`src/rtl/adder_8_pkg.sv`:
```
// Shared definitions for the registered unsigned adder and related arithmetic blocks.
package adder_8_pkg;

  localparam int unsigned ADDER_WIDTH_DEFAULT = 8;

  // Status flags produced alongside a sum.
  typedef struct packed {
    logic zero;
    logic ovf;
  } adder_flags_t;

  // Two's-complement overflow: both operands share a sign and the result sign differs.
  function automatic logic signed_ovf(input logic a_msb, input logic b_msb, input logic s_msb);
    return (a_msb == b_msb) && (s_msb != a_msb);
  endfunction

endpackage

```
`src/rtl/adder_8_if.sv`:
```
// Operand/result bundle for adder_8: the master issues operands, the slave returns results.
interface adder_8_if import adder_8_pkg::*; #(
  parameter int unsigned WIDTH = ADDER_WIDTH_DEFAULT
);

  logic             in_valid;
  logic [WIDTH-1:0] a;
  logic [WIDTH-1:0] b;
  logic             cin;
  logic             out_valid;
  logic [WIDTH:0]   c;
  logic             zero;
  logic             ovf;

  modport master (
    output in_valid, a, b, cin,
    input  out_valid, c, zero, ovf
  );

  modport slave (
    input  in_valid, a, b, cin,
    output out_valid, c, zero, ovf
  );

endinterface

```
`src/rtl/adder_8_core.sv`:
```
// Combinational core: zero-extended add with carry-in plus zero and signed-overflow flags.
module adder_8_core import adder_8_pkg::*; #(
  parameter int unsigned WIDTH = ADDER_WIDTH_DEFAULT
) (
  input  logic [WIDTH-1:0] a,
  input  logic [WIDTH-1:0] b,
  input  logic             cin,
  output logic [WIDTH:0]   sum,
  output adder_flags_t     flags
);

  // Sum is WIDTH+1 bits wide, so the result is exact and never wraps.
  always_comb begin
    sum        = {1'b0, a} + {1'b0, b} + {{WIDTH{1'b0}}, cin};
    flags.zero = (sum == '0);
    flags.ovf  = signed_ovf(a[WIDTH-1], b[WIDTH-1], sum[WIDTH-1]);
  end

endmodule

```
`src/rtl/adder_8.sv`:
```
// Registered unsigned adder: one-cycle latency, full-rate, valid-qualified, with status flags.
module adder_8 import adder_8_pkg::*; #(
  parameter int unsigned WIDTH = ADDER_WIDTH_DEFAULT
) (
  input  logic      clk,
  input  logic      rst,
  adder_8_if.slave  bus
);

  logic [WIDTH:0] sum;
  adder_flags_t   flags;

  adder_8_core #(
    .WIDTH (WIDTH)
  ) u_core (
    .a     (bus.a),
    .b     (bus.b),
    .cin   (bus.cin),
    .sum   (sum),
    .flags (flags)
  );

  // Result registers load only on a valid operand, so idle or undefined inputs never reach c.
  always_ff @(posedge clk) begin
    if (rst) begin
      bus.out_valid <= 1'b0;
      bus.c         <= '0;
      bus.zero      <= 1'b1;
      bus.ovf       <= 1'b0;
    end else begin
      bus.out_valid <= bus.in_valid;
      if (bus.in_valid) begin
        bus.c    <= sum;
        bus.zero <= flags.zero;
        bus.ovf  <= flags.ovf;
      end
    end
  end

endmodule

```
`src/flat_wrapper.sv`:
```
// flat-port wrapper written by rule: the top's interface ports become plain ports
module adder_8_flat import adder_8_pkg::*;
#(
  parameter int unsigned WIDTH = ADDER_WIDTH_DEFAULT
)
  (clk, rst, bus_in_valid, bus_a, bus_b, bus_cin, bus_out_valid, bus_c, bus_zero, bus_ovf);
  adder_8_if #(.WIDTH(WIDTH)) bus_i ();
  input  logic clk;
  input  logic rst;
  input wire logic [$bits(bus_i.in_valid)-1:0] bus_in_valid;
  input wire logic [$bits(bus_i.a)-1:0] bus_a;
  input wire logic [$bits(bus_i.b)-1:0] bus_b;
  input wire logic [$bits(bus_i.cin)-1:0] bus_cin;
  output wire logic [$bits(bus_i.out_valid)-1:0] bus_out_valid;
  output wire logic [$bits(bus_i.c)-1:0] bus_c;
  output wire logic [$bits(bus_i.zero)-1:0] bus_zero;
  output wire logic [$bits(bus_i.ovf)-1:0] bus_ovf;
  assign bus_i.in_valid = bus_in_valid;
  assign bus_i.a = bus_a;
  assign bus_i.b = bus_b;
  assign bus_i.cin = bus_cin;
  assign bus_out_valid = bus_i.out_valid;
  assign bus_c = bus_i.c;
  assign bus_zero = bus_i.zero;
  assign bus_ovf = bus_i.ovf;
  adder_8 #(.WIDTH(WIDTH)) u_core (.clk(clk), .rst(rst), .bus(bus_i));
endmodule
```
`config.mk`:
```
export PLATFORM = sky130hd
export DESIGN_NAME = adder_8_flat
export DESIGN_NICKNAME = d
export VERILOG_FILES = /design/src/rtl/adder_8_pkg.sv /design/src/rtl/adder_8_if.sv /design/src/rtl/adder_8_core.sv /design/src/rtl/adder_8.sv /design/src/flat_wrapper.sv
export SDC_FILE = /design/constraint.sdc
export NUM_CORES = 1
export LEC_CHECK = 0
export BUFFER_PORTS_ARGS = -buffer_cell sky130_fd_sc_hd__buf_2
export CORE_UTILIZATION = 51
export CTS_CLUSTER_DIAMETER = 200
export CTS_CLUSTER_SIZE = 10
export DETAILED_ROUTE_END_ITERATION = 6
export PLACE_DENSITY = 0.92
export SYNTH_ARGS = -nofsm -noshare
export SYNTH_HDL_FRONTEND = slang
export SYNTH_SLANG_ARGS = --single-unit
```
`constraint.sdc`:
```
create_clock -name clk -period 6.1 [get_ports clk]
set_input_delay 0.305 -clock clk [delete_from_list [all_inputs] [get_ports clk]]
set_output_delay 0.305 -clock clk [all_outputs]
set_load 0.03 [all_outputs]
```
# Word level (Yosys, flattened, before mapping)
# Index checks and enable logic that the tools add are counted.
dict set report totals {
  regBits 12
  input_bits 20
  out_inout_bits 12
  wordCells 10
}
dict set report op_classes {
  addsub 2
  eq_ne 2
  reduce_logical 2
}
# op count
set op_table {}
lappend op_table {{$add A8 B8 Y9} 1}
lappend op_table {{$add A9 B1 Y9} 1}
lappend op_table {{$logic_not A9 Y1} 1}
lappend op_table {{$eq A1 B1 Y1} 1}
lappend op_table {{$logic_and A1 B1 Y1} 1}
lappend op_table {{$ne A1 B1 Y1} 1}

# Logic depth before layout (Yosys ltp)
dict set report depth {
  depth_word 4
  depth_mapped 7
  mapped_depth_nobuf 7
}

# Modules after synthesis
# From an unflattened synthesis, not the netlist that was laid out.
dict set report unflattened {
  hier_cells 78
  hier_area_um2 770.7
}
# module instances cells_each area_per_inst_um2 seq_area_each_um2
set by_module_without_submodules {}
lappend by_module_without_submodules {adder_8 1 37 415.4 240.2}
lappend by_module_without_submodules {adder_8_core 1 41 355.3 0.0}

# Worst setup path after synthesis
# No wires, ideal clock.
dict set report synth_path {
  kind {input -> register}
  from {in bus_cin}
  to {reg u_core.bus.zero}
  setup_ns 0.084
  arrival_ns 2.489
  t_required_ns 6.016
  slack_ns 3.527
  cell_stages 7
  n_path_buf 0
  path_cell_list {fa_1 fa_1 a211oi_2 o21ai_1 a311oi_2 or4b_1 o31ai_2}
}
dict set report synth_via {
  elab_chain_cells 2
}
# element line_no
set synth_rtl {}
lappend synth_rtl {{from (decl)} flat_wrapper.sv:13} ;# input wire logic [$bits(bus_i.cin)-1:0] bus_cin;
lappend synth_rtl {{$add A9 B1 Y9} adder_8_core.sv:14} ;# sum = {1'b0, a} + {1'b0, b} + {{WIDTH{1'b0}}, cin};
lappend synth_rtl {{$logic_not A9 Y1} adder_8_core.sv:15} ;# flags.zero = (sum == '0);
lappend synth_rtl {{to (decl)} adder_8_if.sv:22} ;# output out_valid, c, zero, ovf
# Every way passes these cells.
# A chain may end at the register's enable or synchronous reset.

# Final worst setup path
# Ends and elaborated chain as after synthesis.

==> impl_metrics.json <==
{
  "status": "finished clean",
  "use_met1_pct": 22.77,
  "start_util_pct": 55.75,
  "antenna_left": 0,
  "hold-path-endpoint": "u_core.bus.out_valid",
  "met2_usage_pct": 38.48,
  "cts_buffers": 3,
  "dieArea_mm2": 0.001833,
  "vias": 815,
  "cts_hold_buf": 0,
  "setup_viol": 0,
  "path_class": "primary input to flop",
  "synth_mux_area_share_pct": 5.891,
  "grtUsageMet3_pct": 2.128,
  "max_stage_delay_ns": 0.49,
  "r2r_cells": 2,
  "arrival_ns": 2.75,
  "cts_root_buffer": "clkbuf_4",
  "core_area_mm2": 0.001524,
  "synthDistinctLibCells": 36,
  "fillCellCount": 141,
  "area_delta_synth_final_pct": 22.39,
  "grt_pass1_wl_mm": 2.932,
  "clkTransAtPathRegs_ns": 0.07,
  "syn_inst": 94,
  "cts.sinks": 12,
  "power.density_mw_per_mm2": 217.0,
  "synth.avg_cell_area_um2": 9.038,
  "required_ns": 6.29,
  "period_share_pct": 42.05,
  "tns_ns": 0,
  "min_from": "rst",
  "rsz0062_at_grt": "no",
  "routed_via_density": 5.739,
  "dieHeight_um": 42.82,
  "fin_cells": 142,
  "critical_path.endpoint_type": "flop",
  "synth_fa_ha_area_share_pct": 15.02,
  "synth-simple-area-share_pct": 19.29,
  "place_hpwl_mm": 1.474,
  "num_io_pins": 32,
  "critPathMaxFanout": 4,
  "placed_cells": 139,
  "final_common_cell": "buf_2",
  "drc": 0,
  "hold_viol_final": 0,
  "hp-class": "primary input to flop",
  "nets": 157,
  "worst_setup_path_start_kind": "primary input",
  "r2r_start": "u_core.bus.c[4]",
  "track_usage_pct": 20.84,
  "p_leak_nw": 0.5015,
  "layout_min_cycle_time_ns": 2.565,
  "r2r-end": "u_core.bus.c[4]",
  "synth-compound-area-share_pct": 26.22,
  "antenna_found_initial": 0,
  "drv_slew": 0,
  "overflow": 0,
  "path_common_cell": "fa_1",
  "top_usage_layer": "met2",
  "die_w_um": 42.82,
  "cp_cell_sequence": "buf_2, fa_1, fa_1, a211oi_2, o21ai_1, a311oi_2, or4b_1, o31ai_2",
  "wl_mm": 1.794,
  "vdd_ir_drop_max_uv": 104.1,
  "io_buffer_count": 31,
  "fin_skew_ns": 0,
  "yosysWarnings": 0,
  "cts_resized": 0,
  "drt_iter0_markers": 15,
  "tightest_slew_ns": 0.4580,
  "post_cts_buffers": 0,
  "place_congestion": 0.8068,
  "grt_pass1_vias": 754,
  "multi_input_area_um2": 590.6,
  "synth_top_family_by_area": "compound AO/OA/AOI/OAI gates",
  "register_area_um2": 240.2,
  "max_freq_mhz": 389.8,
  "drive_above_1_share_pct": 30.95,
  "wl_per_cell_um": 12.63,
  "cts_tree": "done",
  "firstDrtPassIters": 4,
  "synth_xor_area_share_pct": 3.093,
  "num_antenna_cells": 0,
  "maxCapViolCount": 0,
  "cts_max_level": 1,
  "synth_area_um2": 849.6,
  "reg2reg_slack_ns": 5.39,
  "yosys_register_bits": 12,
  "yosysSeqAreaShare_pct": 28.28,
  "grt_max_degree": 13,
  "num_rows": 14,
  "clock_path_buffers": 2,
  "layout_common_cells": "31 x buf_2, 14 x nor2_1, 12 x dfxtp_1",
  "clk_latency_ns": 0.27,
  "maxSlewHeadroom_pct": 69.08,
  "cp_slowest_cell": "fa_1",
  "syn_nets": 123,
  "hold_path_depth": 2
}
==> sequential cells by signal, summed over array words and instances, names as in the netlist <==
register and count:
u_core.bus.c 9, u_core.bus.out_valid 1, u_core.bus.ovf 1, u_core.bus.zero 1
==> cells by family (layout without fill, tap and decap cells) <==
kind of cell | count (synthesis) | count (layout)
buffers and inverters | 5 | 37
XOR/XNOR | 3 | 3
AO/OA/AOI/OAI | 29 | 29
AND/OR/NAND/NOR | 31 | 31
adder cells (fa/ha/maj) | 9 | 9
flip-flops | 12 | 12
multiplexers | 5 | 5
==> through the flow <==
| step | hold WS, ns | cell area [um2] | power, mW | setup WS [ns] | utilization (%) |
|---|---|---|---|---|---|
| final | 0.3341 | 1040 | 0.2256 | 3.535 | 68.23 |
| after global placement | 0.4523 | 1017 | 0.1775 | 3.364 | 66.75 |
| after floorplan | 0.3766 | 849.6 | 0.1565 | 3.527 | - |
| after global routing | 0.3539 | 1040 | 0.2373 | 3.421 | 68.23 |
| after CTS | 0.3372 | 1040 | 0.2271 | 3.547 | 68.23 |
| after detailed placement | 0.4551 | 1017 | 0.1809 | 3.267 | 66.75 |
==> critical path: cells and delay by family <==
family,cells,cell delay (ns)
AOI/OAI and AO/OA,4,0.91
adders and majority gates,2,0.95
buffers and inverters,1,0.11
and+or+nand+nor,1,0.47
==> cells in the mapped netlist <==
| cell type | count | area share, % |
|---|---|---|
| a211oi_2 | 1 | 1.5 |
| o21ai_1 | 1 | 0.59 |
| nor2b_1 | 2 | 1.5 |
| o311ai_0 | 1 | 1.0 |
| o211a_1 | 1 | 1.2 |
| or3_1 | 1 | 0.74 |
| a311oi_2 | 1 | 1.8 |
| xnor2_1 | 2 | 2.1 |
| nor3b_1 | 1 | 0.88 |
| o21a_1 | 1 | 0.88 |
| nor2_1 | 14 | 6.2 |
| clkbuf_1 | 2 | 0.88 |
| a21o_1 | 2 | 1.8 |
| nor3_1 | 3 | 1.8 |
| nand4_1 | 1 | 0.74 |
| xor2_1 | 1 | 1.0 |
| nand4b_1 | 1 | 1.0 |
| or2_2 | 1 | 0.74 |
| a22o_1 | 1 | 1.0 |
| fa_1 | 2 | 4.7 |
| a211o_1 | 2 | 2.1 |
| dfxtp_1 | 12 | 28 |
| a21oi_1 | 4 | 2.4 |
| or4b_1 | 2 | 2.4 |
| o31ai_2 | 1 | 1.5 |
| a211oi_1 | 5 | 4.4 |
| and3b_1 | 1 | 1.0 |
| a311oi_1 | 1 | 1.0 |
| o21ai_0 | 4 | 2.4 |
| ha_1 | 7 | 10 |
| nand2b_1 | 2 | 1.5 |
| a21o_2 | 1 | 1.0 |
| mux2i_1 | 5 | 5.9 |
| o211ai_1 | 2 | 1.8 |
| nand2_1 | 2 | 0.88 |
| inv_1 | 3 | 1.3 |
==> layer usage <==
metal,wire length [um],vias up
met5,0,-
met4,17,0
met3,84,2
met2,887,29
met1,805,363
li1,-,421
==> report_power, final <==
part | internal, mW | switching, mW
Sequential | 0.0855 | 0.00320
Clock | 0.0229 | 0.0236
Combinational | 0.0367 | 0.0538
==> cell type report <==
class,count,area share (%)
timing repair buffer,31,14.92
sequential,12,23.10
multi-input combinational,77,56.80
clock buffer,3,2.166
tap,16,1.925
inverter,3,1.083
==> worst max path at each step <==
stage	start	end	slack (ns)	depth (start not counted)
finish	bus_cin	u_core.bus.zero	3.53	8
global route	bus_cin	u_core.bus.zero	3.42	8
CTS	bus_cin	u_core.bus.zero	3.55	8
detailed placement	bus_cin	u_core.bus.zero	3.27	8
global placement	bus_cin	u_core.bus.zero	3.36	8
floorplan	bus_cin	u_core.bus.zero	3.53	7
(Power assumes the default switching activity.)
